<file path="src/rtl/mp_adder_seq_pkg.sv">
// rtl/mp_adder_seq_pkg.sv - shared word width, state encoding and sizing helper
package mp_adder_seq_pkg;

    localparam int unsigned WORD_W = 32;

    typedef enum logic [1:0] {
        S_IDLE = 2'd0,
        S_RUN  = 2'd1,
        S_DONE = 2'd2
    } state_t;

    // Word index width; a single-word build still needs a 1-bit index.
    function automatic int unsigned idx_width(input int unsigned words);
        return (words > 1) ? $clog2(words) : 1;
    endfunction

endpackage

</file>
<file path="src/rtl/CIA32Bit.sv">
// rtl/CIA32Bit.sv - combinational 32-bit carry-increment adder, 8-bit blocks
module CIA32Bit (
    input  logic [31:0] a,
    input  logic [31:0] b,
    input  logic        cin,
    output logic [31:0] s,
    output logic        cout
);

    localparam int BLK  = 8;
    localparam int NBLK = 4;

    logic [NBLK:0] c;

    assign c[0] = cin;

    // Each block adds with carry-in 0, then increments when its carry-in is set.
    for (genvar g = 0; g < NBLK; g++) begin : g_blk
        logic [BLK:0] raw;
        assign raw = {1'b0, a[g*BLK +: BLK]} + {1'b0, b[g*BLK +: BLK]};
        assign s[g*BLK +: BLK] = raw[BLK-1:0] + {{(BLK-1){1'b0}}, c[g]};
        assign c[g+1] = raw[BLK] | (c[g] & (&raw[BLK-1:0]));
    end

    assign cout = c[NBLK];

endmodule

</file>
<file path="src/rtl/mp_adder_seq.sv">
// rtl/mp_adder_seq.sv - multi-precision add sequencer; optional subtract with MPADD_SUB_EN
module mp_adder_seq
    import mp_adder_seq_pkg::*;
#(
    parameter int unsigned WORDS = 4
) (
    input  logic                      clk,
    input  logic                      rst_n,
    input  logic                      in_valid,
    output logic                      in_ready,
    input  logic [WORD_W*WORDS-1:0]   a,
    input  logic [WORD_W*WORDS-1:0]   b,
    input  logic                      cin,
`ifdef MPADD_SUB_EN
    input  logic                      op_sub,
`endif
    output logic                      out_valid,
    input  logic                      out_ready,
    output logic [WORD_W*WORDS-1:0]   sum,
    output logic                      cout
);

    localparam int unsigned OPW  = WORD_W * WORDS;
    localparam int unsigned IDXW = idx_width(WORDS);
    localparam logic [IDXW-1:0] LAST_IDX = IDXW'(WORDS - 1);

    state_t            state;
    state_t            state_nx;
    logic [OPW-1:0]    a_r;
    logic [OPW-1:0]    b_r;
    logic [OPW-1:0]    work_r;
    logic [OPW-1:0]    work_nx;
    logic [OPW-1:0]    sum_r;
    logic              carry_r;
    logic              cout_r;
    logic [IDXW-1:0]   idx;
    logic [31:0]       word_a;
    logic [31:0]       word_b;
    logic [31:0]       word_s;
    logic              word_c;
    logic              accept;
    logic              last_word;
    logic              start_carry;

    assign in_ready  = (state == S_IDLE);
    assign out_valid = (state == S_DONE);
    assign sum       = sum_r;
    assign cout      = cout_r;
    assign accept    = in_valid && in_ready;
    assign last_word = (state == S_RUN) && (idx == LAST_IDX);
    assign word_a    = a_r[idx*WORD_W +: WORD_W];

`ifdef MPADD_SUB_EN
    logic sub_r;
    // Subtraction is a + ~b + 1: invert each B word and seed the chain with 1.
    assign word_b      = sub_r ? ~b_r[idx*WORD_W +: WORD_W] : b_r[idx*WORD_W +: WORD_W];
    assign start_carry = op_sub ? 1'b1 : cin;
`else
    assign word_b      = b_r[idx*WORD_W +: WORD_W];
    assign start_carry = cin;
`endif

    CIA32Bit u_cia (
        .a    (word_a),
        .b    (word_b),
        .cin  (carry_r),
        .s    (word_s),
        .cout (word_c)
    );

    // Working sum with the current word merged in; published to sum_r only at the end.
    always_comb begin
        work_nx = work_r;
        work_nx[idx*WORD_W +: WORD_W] = word_s;
    end

    // State register.
    always_ff @(posedge clk or negedge rst_n) begin
        if (!rst_n) begin
            state <= S_IDLE;
        end else begin
            state <= state_nx;
        end
    end

    // Next-state logic: accept in IDLE, one word per RUN cycle, hold in DONE until drained.
    always_comb begin
        state_nx = S_IDLE;
        case (state)
            S_IDLE:  state_nx = accept ? S_RUN : S_IDLE;
            S_RUN:   state_nx = last_word ? S_DONE : S_RUN;
            S_DONE:  state_nx = out_ready ? S_IDLE : S_DONE;
            default: state_nx = S_IDLE;
        endcase
    end

    // Operand capture, word-serial carry chain and result publication.
    always_ff @(posedge clk or negedge rst_n) begin
        if (!rst_n) begin
            a_r     <= '0;
            b_r     <= '0;
            work_r  <= '0;
            sum_r   <= '0;
            carry_r <= 1'b0;
            cout_r  <= 1'b0;
            idx     <= '0;
`ifdef MPADD_SUB_EN
            sub_r   <= 1'b0;
`endif
        end else if (accept) begin
            a_r     <= a;
            b_r     <= b;
            carry_r <= start_carry;
            idx     <= '0;
`ifdef MPADD_SUB_EN
            sub_r   <= op_sub;
`endif
        end else if (state == S_RUN) begin
            work_r  <= work_nx;
            carry_r <= word_c;
            if (last_word) begin
                idx    <= '0;
                sum_r  <= work_nx;
                cout_r <= word_c;
            end else begin
                idx    <= idx + 1'b1;
            end
        end
    end

endmodule

</file>
<file path="config.mk">
export PLATFORM = sky130hd
export DESIGN_NAME = mp_adder_seq
export DESIGN_NICKNAME = d
export VERILOG_FILES = /design/src/rtl/mp_adder_seq_pkg.sv /design/src/rtl/CIA32Bit.sv /design/src/rtl/mp_adder_seq.sv
export SDC_FILE = /design/constraint.sdc
export NUM_CORES = 1
export LEC_CHECK = 0
export ABC_AREA = 1
export CORE_MARGIN = 2
export CORE_UTILIZATION = 54
export DETAILED_ROUTE_END_ITERATION = 6
export PLACE_DENSITY = 0.88
export SETUP_SLACK_MARGIN = 0.1
export SYNTH_ARGS = -nofsm -noshare
export SYNTH_HDL_FRONTEND = slang
export SYNTH_SLANG_ARGS = --single-unit
</file>
<file path="constraint.sdc">
create_clock -name clk -period 4.82 [get_ports clk]
set_input_delay 0.964 -clock clk [delete_from_list [all_inputs] [get_ports clk]]
set_output_delay 0.964 -clock clk [all_outputs]
set_load 0.01 [all_outputs]
</file>
Word-level counts from Yosys, hierarchy flattened --
Cells that the tools add are included.
Storage, ports and cells: flip-flop bits (word level) 518, output and inout bits 131, word-level logic and storage cells 54
Cells by class: add/subtract/negate cells 10, eq/ne operators 3, shift operators 4, mux-type cells 10, bitwise gates (word level) 9, reduce and logical (&&, ||, !) cells 10
Operators by type and width (count):
- $shiftx A128 B8 Y32 | 2
- $bwmux W128 | 1
- $shift A32 B34 Y128 const A | 1
- $shiftx A32 B34 Y128 | 1
- $add A8 B8 Y9 | 4
- $neg A7 Y34 | 1
- $add A8 B1 Y8 | 4
- $reduce_and A8 Y1 | 4
- $mux W2 | 5
- $pmux W2 S3 | 1
- $and A1 B1 Y1 | 4
- $eq A2 B2 Y1 const B | 2
- $or A1 B1 Y1 | 4
- $mux W1 | 3
- $reduce_and A3 Y1 | 1
- $add A2 B1 Y2 const B | 1
- $eq A2 B1 Y1 const B | 1
- $logic_and A1 B1 Y1 | 2
- $logic_not A2 Y1 | 1
- $reduce_and A2 Y1 | 1
- $reduce_bool A2 Y1 | 1
- $not A1 Y1 | 1

Longest topological paths before layout --
Gate-level depths: netlist (run 1).
word-level depth 13, mapped depth 33, depth with buffers taken out 30

Modules after synthesis --
A second synthesis (run 1) with hierarchy kept.
Second synthesis, totals: cell total of the unflattened synthesis 3212, area, all modules 23856.6 um2
Modules (own cells, without submodules):
- mp_adder_seq | instances 1, cells each 2893, area each 21893.5 um2
- CIA32Bit | instances 1, cells each 319, area each 1963.1 um2

Least setup slack after synthesis (run 1) --
OpenSTA, ideal clock, no wires.
path type register to register, start point reg idx[0], end point reg sum_r[85] (netlist: sum[85]), arrival time 4.062 ns, data required time 4.701 ns, slack 0.639 ns, cell stages (with the launch flop) 28, cell sequence dfrtp_1 clkbuf_1 clkinv_1 clkbuf_1 buf_1 nor2_1 o22ai_1 ha_1 inv_1 fa_1 xnor2_1 nand3_1 nor2_1 nand3_1 nor2_1 nand2_1 nand2_1 ha_1 nand2_1 nor2_1 inv_1 or2_1 nor2_2 xor2_1 nor2_1 nand2_1 nand3_1 o21a_1
On the way: cells in the longest elaborated chain, start to end 12
RTL lines:
- from (decl) | RTL line mp_adder_seq.sv:36 | logic [IDXW-1:0] idx;
- from (signal assigned) | RTL line mp_adder_seq.sv:126 | idx <= idx + 1'b1;
- $shiftx A128 B8 Y32 (on tied branches) | RTL line mp_adder_seq.sv:51, mp_adder_seq.sv:59
- $add A8 B8 Y9 | RTL line CIA32Bit.sv:20 | assign raw = {1'b0, a[g*BLK +: BLK]} + {1'b0, b[g*BLK +: BLK]};
- $reduce_and A8 Y1 | RTL line CIA32Bit.sv:22 | assign c[g+1] = raw[BLK] | (c[g] & (&raw[BLK-1:0]));
- $and A1 B1 Y1 | RTL line CIA32Bit.sv:22
- $or A1 B1 Y1 | RTL line CIA32Bit.sv:22
- $and A1 B1 Y1 | RTL line CIA32Bit.sv:22
- $or A1 B1 Y1 | RTL line CIA32Bit.sv:22
- $and A1 B1 Y1 | RTL line CIA32Bit.sv:22
- $or A1 B1 Y1 | RTL line CIA32Bit.sv:22
- $add A8 B1 Y8 | RTL line CIA32Bit.sv:21 | assign s[g*BLK +: BLK] = raw[BLK-1:0] + {{(BLK-1){1'b0}}, c[g]};
- $shiftx A32 B34 Y128 | RTL line mp_adder_seq.sv:74 | work_nx[idx*WORD_W +: WORD_W] = word_s;
- $bwmux W128 | RTL line mp_adder_seq.sv:74
- to (signal assigned) | RTL line mp_adder_seq.sv:123 | sum_r <= work_nx;
- to (decl) | RTL line mp_adder_seq.sv:33 | logic [OPW-1:0] sum_r;
Several ways; a longest one is shown, not always the timed one. A chain may end at the register's enable or synchronous reset.

Final worst setup path (run 1) --
start point reg idx[0], end point reg sum_r[63] (netlist: sum[63])
Same word-level chain as after synthesis.

==> flow_metrics.env, run 1 <==
export IMPL_hold_ws_ns=0.366
export IMPL_synth_seq_cells=487
export IMPL_antenna_found_initial=1
export IMPL_crit_path_top_delay_cell="dfrtp_4"
export IMPL_critPathRequiredTime_ns=5.30
export IMPL_drive_gt1_share_pct=4.55
export IMPL_async_flop_share_pct=100
export IMPL_die_x_um=212
export IMPL_synth_edf_count=0
export IMPL_synthSimpleGateAreaFrac_pct=28.9
export IMPL_critical_path_max_fanout=72
export IMPL_fin_crit_ns=4.41
export IMPL_cts_root_buf="clkbuf_16"
export IMPL_ys_seq_area_share_pct=52.3
export IMPL_muxShareOfSynthArea_pct=0
export IMPL_endpoint_kind="register"
export IMPL_skew_ns=0.0208
export IMPL_synth_cell_types=38
export IMPL_drc=0
export IMPL_start_util_pct=54.5
export IMPL_grt_pass1_wl_mm=114
export IMPL_crit_type="register to register"
export IMPL_n_antenna_cell=0
export IMPL_drt_total_wl_mm=73.2
export IMPL_synth_adder_area_share_pct=2.76
export IMPL_final_cells=3910
export IMPL_cap_violations=0
export IMPL_worstPathArrival_ns=4.89
export IMPL_max_freq_mhz=227
export IMPL_clock_latency_ns=0.59
export IMPL_rsz0062_at_grt="true"
export IMPL_die_h_um=212
export IMPL_synth_area_sq_um=23300
export IMPL_dp_hpwl_mm=49.5
export IMPL_slew_viol_final=0
export IMPL_yosys_area_share_xor_xnor_pct=1.15
export IMPL_p_comb_share_pct=57.6
export IMPL_tns_ns=0
export IMPL_synth_compound_area_share_pct=9.27
export IMPL_placed_cells=3818
export IMPL_place_ws_ns=0.337
export IMPL_slowest_delay_ns=0.49
export IMPL_clockBufferDepth=3
export IMPL_seq_power_share_pct=26.8
export IMPL_syn_area_per_cell_sq_um=7.71
export IMPL_finalNetCount=3637
export IMPL_yosysWarnings=0
export IMPL_synth_nets=3333
export IMPL_synth_top_family_by_area="simple AND/OR/NAND/NOR gates"
export IMPL_io_buffers=391
export IMPL_grt_max_degree=258
export IMPL_track_usage_pct=32.6
export IMPL_die_area_sq_um=44800
export IMPL_via_per_inst=5.64
export IMPL_critical_path_top_delay_family="simple AND/OR/NAND/NOR gates"
export IMPL_power_density_nw_per_um2=873
export IMPL_area_growth_pct=26.4
export IMPL_ir_drop_mv=0.586
export IMPL_cell_internal_pwr_mw=13.2
export IMPL_path_buf_inv=2
export IMPL_cts_made_buffers=50
export IMPL_p_clk_share_pct=15.6
export IMPL_status="finished clean"
export IMPL_clk_pin_slew_worst_paths_ns=0.07
export IMPL_switching_share_pct=48.8
export IMPL_drtIter0Drc=2585
export IMPL_cp_common_cell="nand2_1"
export IMPL_setup_viol=0
export IMPL_ant_nets=0
export IMPL_hold_buffers=0
export IMPL_hold_viol_final=0
export IMPL_hp_class="input pin to async pin"
export IMPL_final_period_utilization_pct=91.6
export IMPL_wl_per_cell_um=18.7
export IMPL_core_sq_um=42800
export IMPL_clkSinkCount=487
export IMPL_grt_pass1_vias=21000
export IMPL_p_switching_mw=12.5
export IMPL_num_rows=76
export IMPL_ctsHtreeMaxLevel=2
export IMPL_startpoint_type="register"
export IMPL_synthCells=3023
export IMPL_ioPinCount=392
export IMPL_fin_ws_ns=0.407
export IMPL_p_total_mw=25.7
export IMPL_p_leak_nw=14.8
export IMPL_synthFlopType="dfrtp_1"
export IMPL_relSlewSlack_pct=19.8
export IMPL_gp_congestion=0.940
export IMPL_cts_tree="yes"
export IMPL_worst_slew_pin_transition_ns=1.20
export IMPL_nFillCells=3222
export IMPL_gr_total_overflow=0
export IMPL_via_count=22000
export IMPL_drt_first_pass_iters=6
layout by cell type, fill, tap and decap left out, drive strengths merged, types with 11 or more instances in the layout:
cell type / n
a21oi: 19
buf: 34
clkbuf: 72
clkdlybuf4s50: 390
clkinv: 15
dfrtp: 487
ha: 45
inv: 168
nand2: 1432
nand3: 73
nand4: 25
nor2: 182
o21ai: 229
o22ai: 101
xnor2: 11
xor2: 17
kinds of logic after synthesis:
family | count (synthesis)
flops | 487
simple gates | 1728
buf+inv | 345
xor+xnor | 28
fa+ha+maj | 49
compound gates | 386
power groups by stage:
stage	combinational, mW	sequential (mW)	clock, mW
3_3_place_gp	13.8	6.83	0
5_1_grt	16.2	7.06	4.21
6_report	14.8	6.90	4.00
2_1_floorplan	8.99	6.76	0
3_5_place_dp	14.2	6.88	0
4_1_cts	14.3	6.85	4.03
sequential cells by signal, summed over array words and instances (netlist names):
| register | cells |
|---|---|
| carry_r | 1 |
| work_r | 97 |
| b_r | 128 |
| sum | 128 |
| cout | 1 |
| a_r | 128 |
| idx | 2 |
| state | 2 |
final cells by class:
type                       count  area, sq um  area share [%]
sequential                   487        12200            41.4
multi-input combinational   2191         9860            33.5
timing repair buffer         426         4360            14.8
clock buffer                  70         1460            4.95
tap                          546          683            2.32
inverter                     171          671            2.28
clock inverter                19          233           0.790
synthesized netlist by cell type (all sizes together) (2+ instances only):
cell,count,area [sq um]
nand2,1432,5380
dfrtp,487,12200
o21ai,229,1150
nor2,182,703
inv,166,623
clkbuf,142,533
o22ai,101,632
nand3,73,380
ha,45,563
buf,32,134
nand4,25,156
a21oi,19,95.1
xor2,17,171
xnor2,11,96.3
a31oi,10,62.6
o32ai,10,87.6
nand3b,9,67.6
clkinv,5,18.8
o21a,5,37.5
or2,5,31.3
a32oi,4,35.0
fa,4,80.1
o31ai,4,30.0
o21bai,2,15.0
what timing repair did:
item                       4_1_cts  5_1_grt
buffers inserted                 0        1
resized for setup                0       18
setup endpoints to repair        0       64
worst register-to-register path, cell delays in order, from the launching register on:
cell      delay (ns)
dfrtp_4         0.49
clkinv_8        0.15
buf_16          0.23
o21ai_0         0.29
o22ai_1         0.12
ha_1            0.25
fa_1            0.44
nand2_1         0.09
a21oi_1         0.06
or2_1           0.24
xor2_2          0.19
nor2_1          0.10
nand3_1         0.08
nor2_1          0.13
nand2_1         0.07
nand2_1         0.08
ha_1            0.17
nand3_1         0.09
or2_1           0.28
nor2_1          0.15
nand2_1         0.07
nand2_1         0.08
nand2_2         0.10
nand4_1         0.09
nand2_1         0.10
nand2_1         0.07
nand2_1         0.07
stage by stage:
step / cell area, sq um / util [%]
3_3_place_gp: 27600 / 64.6
5_1_grt: 29500 / 68.8
4_1_cts: 29300 / 68.5
2_1_floorplan: 23300 / -
6_report: 29500 / 68.8
3_5_place_dp: 27600 / 64.6
routing by layer:
layer / global-route usage [%] / share of wire, % / vias up
li1: - / - / 10200
met1: 44.3 / 39 / 10400
met2: 51.1 / 46 / 1298
met3: 6.81 / 10 / 213
met4: 14.1 / 4.8 / 2
met5: 0 / 0.018 / -
worst paths after layout:
path,start,end,slack [ns],cells after the start
setup / recovery,idx[0]$_DFFE_PN0P_,sum[63]$_DFFE_PN0P_,0.41,26
hold / removal,rst_n,sum[28]$_DFFE_PN0P_,0.37,1
setup reg to reg,idx[0]$_DFFE_PN0P_,sum[63]$_DFFE_PN0P_,0.41,26
hold reg to reg,b_r[50]$_DFFE_PN0P_,b_r[50]$_DFFE_PN0P_,0.47,2
max in group asynchronous,rst_n,work_r[44]$_DFFE_PN0P_,3.32,2
min in group clk,b_r[50]$_DFFE_PN0P_,b_r[50]$_DFFE_PN0P_,0.47,2
No activity file was read; power rests on OpenSTA's default activity.
==> run 2, diff against run 1 <==
--- a/config.mk
+++ b/config.mk
@@ -10,6 +10,7 @@
 export CORE_UTILIZATION = 54
 export DETAILED_ROUTE_END_ITERATION = 6
 export PLACE_DENSITY = 0.88
+export RECOVER_POWER = 50
 export SETUP_SLACK_MARGIN = 0.1
 export SYNTH_ARGS = -nofsm -noshare
 export SYNTH_HDL_FRONTEND = slang
==> flow_metrics.env, run 2 (synthesized netlist as in run 1, its figures left out) <==
export IMPL_status="complete, but fails checks"
export IMPL_violations="max-capacitance violations, max-slew violations"
export IMPL_critical_path_max_fanout=72
export IMPL_worstPathArrival_ns=4.95
export IMPL_die_area_sq_um=44800
export IMPL_critPathRequiredTime_ns=5.32
export IMPL_ioPinCount=392
export IMPL_wl_per_cell_um=18.7
export IMPL_clock_latency_ns=0.60
export IMPL_grt_max_degree=258
export IMPL_start_util_pct=54.5
export IMPL_fin_area_sq_um=29400
export IMPL_slowest_delay_ns=0.49
export IMPL_relSlewSlack_pct=-146
export IMPL_drt_first_pass_iters=7
export IMPL_seq_power_share_pct=26.8
export IMPL_clk_pin_slew_worst_paths_ns=0.07
export IMPL_path_buf_inv=2
export IMPL_cap_violations=2
export IMPL_via_per_inst=5.63
export IMPL_ctsHtreeMaxLevel=2
export IMPL_switching_share_pct=48.8
export IMPL_drtIter0Drc=2634
export IMPL_power_density_nw_per_um2=875
export IMPL_layout_common_cells="1429 x nand2_1, 485 x dfrtp_1, 389 x clkdlybuf4s50_1"
export IMPL_final_common_cell="nand2_1"
export IMPL_cp_common_cell="nand2_1"
export IMPL_num_rows=76
export IMPL_final_period_utilization_pct=92.4
export IMPL_core_sq_um=42800
export IMPL_grt_pass1_vias=21000
export IMPL_finalNetCount=3637
export IMPL_die_h_um=212
export IMPL_p_comb_share_pct=57.7
export IMPL_setup_viol=0
export IMPL_clockBufferDepth=3
export IMPL_tns_ns=0
export IMPL_n_antenna_cell=0
export IMPL_crit_type="register to register"
export IMPL_area_growth_pct=26.3
export IMPL_dp_hpwl_mm=49.5
export IMPL_hold_buffers=0
export IMPL_drc=0
export IMPL_slew_viol_final=335
export IMPL_skew_ns=0.0224
export IMPL_via_count=22000
export IMPL_drt_total_wl_mm=73.3
export IMPL_gp_congestion=0.940
export IMPL_p_leak_nw=14.8
export IMPL_endpoint_kind="register"
export IMPL_p_switching_mw=12.6
export IMPL_grt_pass1_wl_mm=114
export IMPL_crit_path_top_delay_cell="dfrtp_4"
export IMPL_antenna_found_initial=1
export IMPL_cts_tree="yes"
export IMPL_startpoint_type="register"
export IMPL_place_area_sq_um=27600
export IMPL_critical_path_top_delay_family="simple AND/OR/NAND/NOR gates"
export IMPL_max_freq_mhz=224
export IMPL_nFillCells=3228
export IMPL_io_buffers=391
export IMPL_fin_crit_ns=4.46
export IMPL_drive_gt1_share_pct=4.49
export IMPL_cts_root_buf="clkbuf_16"
export IMPL_worst_slew_pin_transition_ns=3.69
export IMPL_cts_made_buffers=50
export IMPL_clkSinkCount=487
export IMPL_gr_total_overflow=0
export IMPL_ant_nets=0
export IMPL_track_usage_pct=32.6
export IMPL_rsz0062_at_grt="true"
export IMPL_die_x_um=212
export IMPL_ir_drop_mv=0.586
export IMPL_hold_viol_final=0
export IMPL_cell_internal_pwr_mw=13.2
export IMPL_hp_class="register to register"
export IMPL_p_clk_share_pct=15.6
export IMPL_critical_path_cell_chain="clkinv_8 > buf_16 > o21ai_0 > o22ai_1 > ha_1 > fa_1 > nand2_1 > a21oi_1 > or2_1 > xor2_2 > nor2_1 > nand3_1 > nor2_1 > nand2_1 > nand2_1 > ha_1 > nand3_1 > or2_1 > nand2_1 > nor2_1 > nand2_1 > o21ai_0 > nand2_1 > o21ai_0"
-- run 2: final cells by class --
type | count | area [sq um] | area share [%]
clock buffers | 70 | 1460 | 4.95
repair buffers | 426 | 4350 | 14.8
well taps | 546 | 683 | 2.32
multi-input cells | 2191 | 9850 | 33.5
flip-flops and latches | 487 | 12200 | 41.4
inverters | 171 | 671 | 2.28
clock inverters | 19 | 233 | 0.791
-- run 2: worst min-delay path: stages (launching register included) --
cell and delay, ns:
dfrtp_1 0.34, nand2_1 0.05, nand2_1 0.05
-- run 2: per-stage QoR --
stage	hold slack, ns	worst slack [ns]	total power, mW	util (%)	instances
5_1_grt	0.488	0.0614	27.5	68.8	3910
4_1_cts	0.383	0.300	25.2	68.5	3907
2_1_floorplan	0.444	0.639	15.8	-	3023
3_3_place_gp	0.457	0.433	20.7	64.6	3818
3_5_place_dp	0.460	0.337	21.0	64.6	3818
6_report	0.473	0.365	25.8	68.8	3910
-- run 2: power by group through the flow --
stage,Combinational (mW),Sequential (mW),Clock [mW]
2_1_floorplan,8.99,6.76,0
3_3_place_gp,13.8,6.83,0
3_5_place_dp,14.2,6.88,0
4_1_cts,14.3,6.85,4.03
5_1_grt,16.2,7.06,4.21
6_report,14.9,6.90,4.01
-- run 2: repair_timing --
item / CTS / global route
buffers inserted: 0 / 1
gates resized for setup: 0 / 18
setup endpoints to repair: 0 / 64
-- run 2: routing by layer --
layer	track usage [%]	share of wire (%)
met5	0	0.018
met4	14.1	4.9
met3	6.81	10
met2	51.1	46
met1	44.3	39
-- run 2: final timing paths --
path	startpoint	slack, ns	endpoint	cells after the start
worst max-delay path	idx[0]$_DFFE_PN0P_	0.36	work_r[91]$_DFFE_PN0P_	24
worst min-delay path	b_r[45]$_DFFE_PN0P_	0.47	b_r[45]$_DFFE_PN0P_	2
worst max register to register	idx[0]$_DFFE_PN0P_	0.36	work_r[91]$_DFFE_PN0P_	24
worst min register to register	b_r[45]$_DFFE_PN0P_	0.47	b_r[45]$_DFFE_PN0P_	2
max in group asynchronous	rst_n	0.75	work_r[61]$_DFFE_PN0P_	2
min in group asynchronous	rst_n	1.78	sum[28]$_DFFE_PN0P_	1
